File: src/rtl/bus_arb_pkg.sv
// ============================================================================
// Module      : bus_arb_pkg
// Description : Shared types and limits for the round-robin bus arbiter.
// Revision    : 1.0 - initial release
// ============================================================================
`default_nettype none

package bus_arb_pkg;

    typedef enum logic [1:0] {
        IDLE         = 2'd0,
        OWNED        = 2'd1,
        SPLIT_RESUME = 2'd2
    } arb_state_t;

    localparam int BUS_ARB_MAX_INIT        = 8;
    localparam int BUS_ARB_DEFAULT_TIMEOUT = 1024;

endpackage : bus_arb_pkg

`default_nettype wire

File: src/rtl/rr_priority_picker.sv
// ============================================================================
// Module      : rr_priority_picker
// Description : Combinational rotating priority encoder; first unmasked
//               request at or above 'base' (wrapping) wins.
// Revision    : 1.0 - initial release
// ============================================================================
`default_nettype none

module rr_priority_picker #(
    parameter int NUM_INIT = 2,
    parameter int IDX_W    = $clog2(NUM_INIT)
) (
    input  logic [NUM_INIT-1:0] req,
    input  logic [NUM_INIT-1:0] mask,
    input  logic [IDX_W-1:0]    base,
    output logic                valid,
    output logic [IDX_W-1:0]    idx
);

    logic [NUM_INIT-1:0] w_rot;
    logic [IDX_W:0]      w_sum;

    // Rotate so that bit 0 of w_rot corresponds to position 'base'.
    assign w_rot = NUM_INIT'({(req & ~mask), (req & ~mask)} >> base);

    // Scan downward so the lowest rotated offset is the last (winning) write.
    always_comb begin
        valid = 1'b0;
        idx   = '0;
        w_sum = '0;
        for (int i = NUM_INIT - 1; i >= 0; i--) begin
            if (w_rot[i]) begin
                valid = 1'b1;
                w_sum = {1'b0, base} + (IDX_W + 1)'(i);
                idx   = (w_sum >= (IDX_W + 1)'(NUM_INIT))
                        ? IDX_W'(w_sum - (IDX_W + 1)'(NUM_INIT))
                        : IDX_W'(w_sum);
            end
        end
    end

endmodule : rr_priority_picker

`default_nettype wire

File: src/rtl/bus_arbiter_rr.sv
// ============================================================================
// Module      : bus_arbiter_rr
// Description : Round-robin bus arbiter with single-outstanding split support.
//               Optional watchdog enabled by defining BUS_ARB_TIMEOUT_EN.
// Revision    : 1.0 - initial release
// ============================================================================
`default_nettype none

module bus_arbiter_rr
    import bus_arb_pkg::*;
#(
    parameter int NUM_INIT       = 2,
    parameter int TIMEOUT_CYCLES = BUS_ARB_DEFAULT_TIMEOUT,
    parameter int IDX_W          = $clog2(NUM_INIT)
) (
    input  logic                clk,
    input  logic                rst_n,
    input  logic [NUM_INIT-1:0] init_req,
    output logic [NUM_INIT-1:0] init_grant,
    input  logic                txn_done,
    input  logic                split_ack,
    input  logic                split_req,
    output logic                split_grant,
    output logic [IDX_W-1:0]    owner_idx,
    output logic                split_pending,
    output logic                timeout
);

    localparam logic [NUM_INIT-1:0] c_ONE  = NUM_INIT'(1);
    localparam logic [IDX_W-1:0]    c_LAST = IDX_W'(NUM_INIT - 1);

    if (NUM_INIT < 2 || NUM_INIT > BUS_ARB_MAX_INIT || TIMEOUT_CYCLES < 16) begin : g_bad_params
        $error("bus_arbiter_rr: NUM_INIT must be 2..8 and TIMEOUT_CYCLES >= 16");
    end

    arb_state_t          r_state;
    logic [NUM_INIT-1:0] r_init_grant;
    logic                r_split_grant;
    logic [IDX_W-1:0]    r_owner_idx;
    logic [IDX_W-1:0]    r_last_owner;
    logic [IDX_W-1:0]    r_split_owner;
    logic                r_split_pending;
    logic                r_timeout;

    logic [IDX_W-1:0]    w_base;
    logic [NUM_INIT-1:0] w_mask;
    logic                w_pick_valid;
    logic [IDX_W-1:0]    w_pick_idx;
    logic                w_wdog_expire;

    assign w_base = (r_last_owner == c_LAST) ? '0 : r_last_owner + IDX_W'(1);
    assign w_mask = r_split_pending ? (c_ONE << r_split_owner) : '0;

    rr_priority_picker #(
        .NUM_INIT (NUM_INIT),
        .IDX_W    (IDX_W)
    ) u_picker (
        .req   (init_req),
        .mask  (w_mask),
        .base  (w_base),
        .valid (w_pick_valid),
        .idx   (w_pick_idx)
    );

`ifdef BUS_ARB_TIMEOUT_EN
    localparam int c_CNT_W = $clog2(TIMEOUT_CYCLES + 1);

    logic [c_CNT_W-1:0] r_wdog_cnt;

    always_ff @(posedge clk or negedge rst_n) begin
        if (!rst_n) begin
            r_wdog_cnt <= '0;
        end else if (r_state == IDLE) begin
            r_wdog_cnt <= '0;
        end else begin
            r_wdog_cnt <= r_wdog_cnt + c_CNT_W'(1);
        end
    end

    assign w_wdog_expire = (r_wdog_cnt == c_CNT_W'(TIMEOUT_CYCLES - 1));
`else
    assign w_wdog_expire = 1'b0;
`endif

    always_ff @(posedge clk or negedge rst_n) begin
        if (!rst_n) begin
            r_state         <= IDLE;
            r_init_grant    <= '0;
            r_split_grant   <= 1'b0;
            r_owner_idx     <= '0;
            r_last_owner    <= c_LAST;
            r_split_owner   <= '0;
            r_split_pending <= 1'b0;
            r_timeout       <= 1'b0;
        end else begin
            r_timeout <= 1'b0;
            case (r_state)
                IDLE: begin
                    if (r_split_pending && split_req) begin
                        r_state       <= SPLIT_RESUME;
                        r_split_grant <= 1'b1;
                        r_init_grant  <= c_ONE << r_split_owner;
                        r_owner_idx   <= r_split_owner;
                    end else if (w_pick_valid) begin
                        r_state      <= OWNED;
                        r_init_grant <= c_ONE << w_pick_idx;
                        r_owner_idx  <= w_pick_idx;
                        r_last_owner <= w_pick_idx;
                    end
                end
                OWNED: begin
                    if (split_ack && !r_split_pending) begin
                        r_split_owner   <= r_owner_idx;
                        r_split_pending <= 1'b1;
                        r_init_grant    <= '0;
                        r_state         <= IDLE;
                    end else if (split_ack || txn_done || !init_req[r_owner_idx]) begin
                        // A second split is treated as a plain completion.
                        r_init_grant <= '0;
                        r_state      <= IDLE;
                    end else if (w_wdog_expire) begin
                        r_init_grant <= '0;
                        r_timeout    <= 1'b1;
                        r_state      <= IDLE;
                    end
                end
                SPLIT_RESUME: begin
                    if (txn_done || w_wdog_expire) begin
                        r_split_pending <= 1'b0;
                        r_split_grant   <= 1'b0;
                        r_init_grant    <= '0;
                        r_timeout       <= !txn_done;
                        r_state         <= IDLE;
                    end
                end
                default: begin
                    r_state       <= IDLE;
                    r_init_grant  <= '0;
                    r_split_grant <= 1'b0;
                end
            endcase
        end
    end

    assign init_grant    = r_init_grant;
    assign split_grant   = r_split_grant;
    assign owner_idx     = r_owner_idx;
    assign split_pending = r_split_pending;
    assign timeout       = r_timeout;

endmodule : bus_arbiter_rr

`default_nettype wire

File: config.mk
export PLATFORM = sky130hd
export DESIGN_NAME = bus_arbiter_rr
export DESIGN_NICKNAME = d
export VERILOG_FILES = /design/src/rtl/bus_arb_pkg.sv /design/src/rtl/rr_priority_picker.sv /design/src/rtl/bus_arbiter_rr.sv
export SDC_FILE = /design/constraint.sdc
export NUM_CORES = 1
export LEC_CHECK = 0
export ABC_CLOCK_PERIOD_IN_PS = 1800
export BUFFER_PORTS_ARGS = -buffer_cell sky130_fd_sc_hd__buf_2
export CAP_MARGIN = 40
export CORE_AREA = 2 2 39 41
export DETAILED_ROUTE_END_ITERATION = 7
export DIE_AREA = 0 0 41 43
export GPL_TIMING_DRIVEN = 0
export PLACE_DENSITY = 0.65
export SYNTH_ARGS = -nofsm -noshare
export SYNTH_HDL_FRONTEND = slang
export SYNTH_SLANG_ARGS = --single-unit
File: constraint.sdc
create_clock -name clk -period 1.8 [get_ports clk]
set_input_delay 0.36 -clock clk [delete_from_list [all_inputs] [get_ports clk]]
set_output_delay 0.36 -clock clk [all_outputs]
set_load 0.02 [all_outputs]
==> results.sh <==
export IMPL_pin_count_of_the_biggest_net_entering_global_routing=11
export IMPL_synth_top_family_by_area="simple AND/OR/NAND/NOR gates"
export IMPL_power_per_cell_area_nw_per_um2=1660
export IMPL_run_status="finished clean"
export IMPL_wirelength_per_cell_um=12.7
export IMPL_crit_slowest_cell="dfrtp_1"
export IMPL_max_vdd_ir_drop_uv=674
export IMPL_fin_nets=88
export IMPL_dpl_worst_slack_ns=0.265
export IMPL_width_of_the_die_um=41
export IMPL_syn_avg_cell_area_um2=8.84
export IMPL_seqPwrFrac=0.327
export IMPL_detailed_place_hpwl_um=887
export IMPL_worst_setup_path_start_kind="register"
export IMPL_post_synth_instance_area_um2=566
export IMPL_path_delay_family="simple AND/OR/NAND/NOR gates"
export IMPL_drt_drc_violations_left=0
export IMPL_worst_skew_pair_latency_ns=0.26
export IMPL_worst_endpoint_arrival_ns=1.60
export IMPL_wl_um=1220
export IMPL_detailedRoute_firstIterationViolations=8
export IMPL_firstDrtPassIters=3
export IMPL_intPower_uw=646
export IMPL_maxClockFrequency_ghz=0.685
export IMPL_synth_xor_area_frac=0
export IMPL_place_detailed_instances=91
export IMPL_grt_setup_unrepaired="false"
export IMPL_routability_driven_placement_congestion_ratio=0.788
export IMPL_crit_path_end="owner_idx"
export IMPL_dieArea_um2=1760
export IMPL_clk_root_buffer_cell="clkbuf_4"
export IMPL_worst_slack_ns=0.341
export IMPL_worstSetupStartpoint="r_split_owner"
export IMPL_timing_critical_path_slowest_cell_delay_ns=0.44
export IMPL_vias_per_cell=5.34
export IMPL_rows=14
export IMPL_criticalPathCategory="register to register"
export IMPL_total_leakage_power_nw=0.328
export IMPL_grt_total_ovfl=0
export IMPL_synthesis_nets=71
export IMPL_crit_path_required_time_ns=1.94
export IMPL_fin_total_pwr_mw=1.13
export IMPL_layout_cells_non_filler=96
export IMPL_final_util=0.489
export IMPL_fp_dieH_um=43
export IMPL_timing_critical_path_depth=4
export IMPL_initial_utilization=0.409
export IMPL_p_sw_uw=481
export IMPL_core_um2=1380
export IMPL_cts_repair_timing_setup_buffer_count=0
export IMPL_cts_path_max_buffers=2
export IMPL_clk_transition_reported_paths_ns=0.06
export IMPL_cts_resized_gates=0
export IMPL_numPortBuffers=11
export IMPL_critPathBufInv=0
export IMPL_detailroute_via_count=513
export IMPL_ant_nets=0
export IMPL_setup_total_negative_slack_ns=0
export IMPL_synth_ff_latch_count=9
export IMPL_cts_stage_hold_buffer_count=1
export IMPL_cts_tree="built"
export IMPL_synthCells=64
export IMPL_synth_simple_area_share=0.268
export IMPL_rr_startpoint="r_split_owner"
export IMPL_min_path_type="primary input to register"
export IMPL_r2r_end="owner_idx"
export IMPL_io_pin_count=13
export IMPL_fraction_of_layout_cells_with_a_size_suffix_above_1=0.288
export IMPL_setup_reg_to_reg_worst_slack_ns=0.34
export IMPL_finalHoldViolations=0
export IMPL_grt_antenna_before_repair=0
export IMPL_worst_reg2reg_path_length_in_cells=4
export IMPL_min_period_ns=1.46
export IMPL_synth_mux_area_frac=0.0664
export IMPL_critical_path_cell_chain="nor4b_1, nor3_1, nand2_1, mux2_4"
export IMPL_area_growth_syn_to_layout_pct=19.7
export IMPL_largest_fanout_on_the_critical_path=7
export IMPL_cap_viol_max_count=0
export IMPL_clock_skew_ns=0.00255
export IMPL_nature_of_the_critical_path_endpoint="register"
export IMPL_synthesized_area_fraction_occupied_by_ao_oa_aoi_and_oai_cells=0.195
export IMPL_diodes=0
export IMPL_tritoncts_num_sinks=9
export IMPL_via_count_of_the_first_global_routing_pass=447
export IMPL_grt_first_pass_wirelength_um=1990
export IMPL_synth_seq_area_share=0.400
export IMPL_clock_power_share=0.137
export IMPL_share_comb_of_total_power=0.536
export IMPL_cts_made_buffers=3
export IMPL_gr_usage_all_layers=0.173
export IMPL_cts_max_level=1
export IMPL_timing_max_transition_violations_final=0
export IMPL_power_share_switching=0.427
export IMPL_final_min_period_over_clock_period=0.810
export IMPL_synth_adder_area_share=0
export IMPL_synth_yosys_warnings=0
export IMPL_yosys_cell_types_count=31
export IMPL_timing_final_setup_violations=0
-- worst min-delay path by stage --
stage	from	to	slack, ns	cells past startpoint
after global placement	rst_n	init_grant[0]	0.22	1
after CTS	init_req[0]	r_last_owner	0.33	2
after detailed placement	rst_n	init_grant[0]	0.22	1
after global routing	init_req[0]	r_last_owner	0.36	2
after floorplan	rst_n	init_grant[0]	0.06	0
final	init_req[0]	r_last_owner	0.33	2
-- final cells by class --
type,count,area (um^2)
timing repair buffer,12,65.1
buffer,4,28.8
inverter,2,7.51
tap,16,20.0
fill,142,707
clock buffer,4,26.3
sequential,9,226
multi-input combinational,49,303
-- worst register-to-register path, stage by stage, from the launching register on --
cell and delay (ns):
dfrtp_1 0.44, nor4b_1 0.34, nor3_1 0.14, nand2_1 0.12, mux2_4 0.31
-- through the flow --
stage | hold slack (ns) | area, um^2
2_1_floorplan | 0.0644 | 566
3_3_place_gp | 0.222 | 641
3_5_place_dp | 0.224 | 641
4_1_cts | 0.326 | 677
5_1_grt | 0.361 | 677
6_report | 0.326 | 677
-- state kept, by name, summed over array words and instances (netlist names) --
register	count
init_grant	2
owner_idx	1
r_last_owner	1
r_split_owner	1
r_state	2
split_grant	1
split_pending	1
-- per-layer routing --
metal	routed length [um]	global-route usage
met1	626	0.258
met2	535	0.216
met3	35	0.0471
met4	23	0.100
met5	0	0
-- cell families after synthesis --
group           Yosys count
mux                       3
simple gates             28
compound gates           17
buf+inv                   6
other cells               1
flops                     9
-- power by group through the flow --
| stage | Clock [mW] | Sequential (mW) | Combinational (mW) |
|---|---|---|---|
| after floorplan | 0 | 0.418 | 0.404 |
| after detailed placement | 0 | 0.372 | 0.599 |
| after global placement | 0 | 0.367 | 0.590 |
| final | 0.154 | 0.369 | 0.604 |
| after CTS | 0.160 | 0.370 | 0.605 |
| after global routing | 0.169 | 0.384 | 0.668 |
-- synth_stat cells (all sizes together) --
cell type	count	share of area
dfrtp	8	0.35
nand2	7	0.046
nor2	7	0.060
a21oi	4	0.035
buf	4	0.051
o21ai	4	0.035
mux2	3	0.066
nor3	3	0.027
inv	2	0.013
nand3	2	0.018
nor2b	2	0.022
nor4bb	2	0.035
o211ai	2	0.027
a211o	1	0.015
a21boi	1	0.013
a31oi	1	0.011
a32o	1	0.018
a32oi	1	0.015
and2	1	0.011
and3	1	0.011
conb	1	0.0066
dfstp	1	0.046
nand2b	1	0.011
nor4b	1	0.015
o21bai	1	0.013
o22ai	1	0.011
or3	1	0.011
-- cell usage in the layout, fill, tap and decap left out --
master,n
buf_4,1
mux2_2,2
nor3_1,3
or3_1,1
dlygate4sd3_1,1
mux2_4,1
conb_1,1
o21ai_0,4
nand3_1,2
a21boi_0,1
o21bai_1,1
nor2b_1,2
o211ai_1,2
dfrtp_1,8
and3_1,1
nor4bb_1,2
a211o_1,1
nand2b_1,1
buf_6,1
a31oi_1,1
o22ai_1,1
a32o_1,1
a21oi_1,4
nor2_1,6
dfstp_2,1
nor4b_1,1
clkbuf_1,1
inv_1,2
a32oi_1,1
nand2_1,7
clkbuf_4,3
nor2_4,1
and2_1,1
buf_2,13
Note: power is estimated with default switching activity, not from simulation.
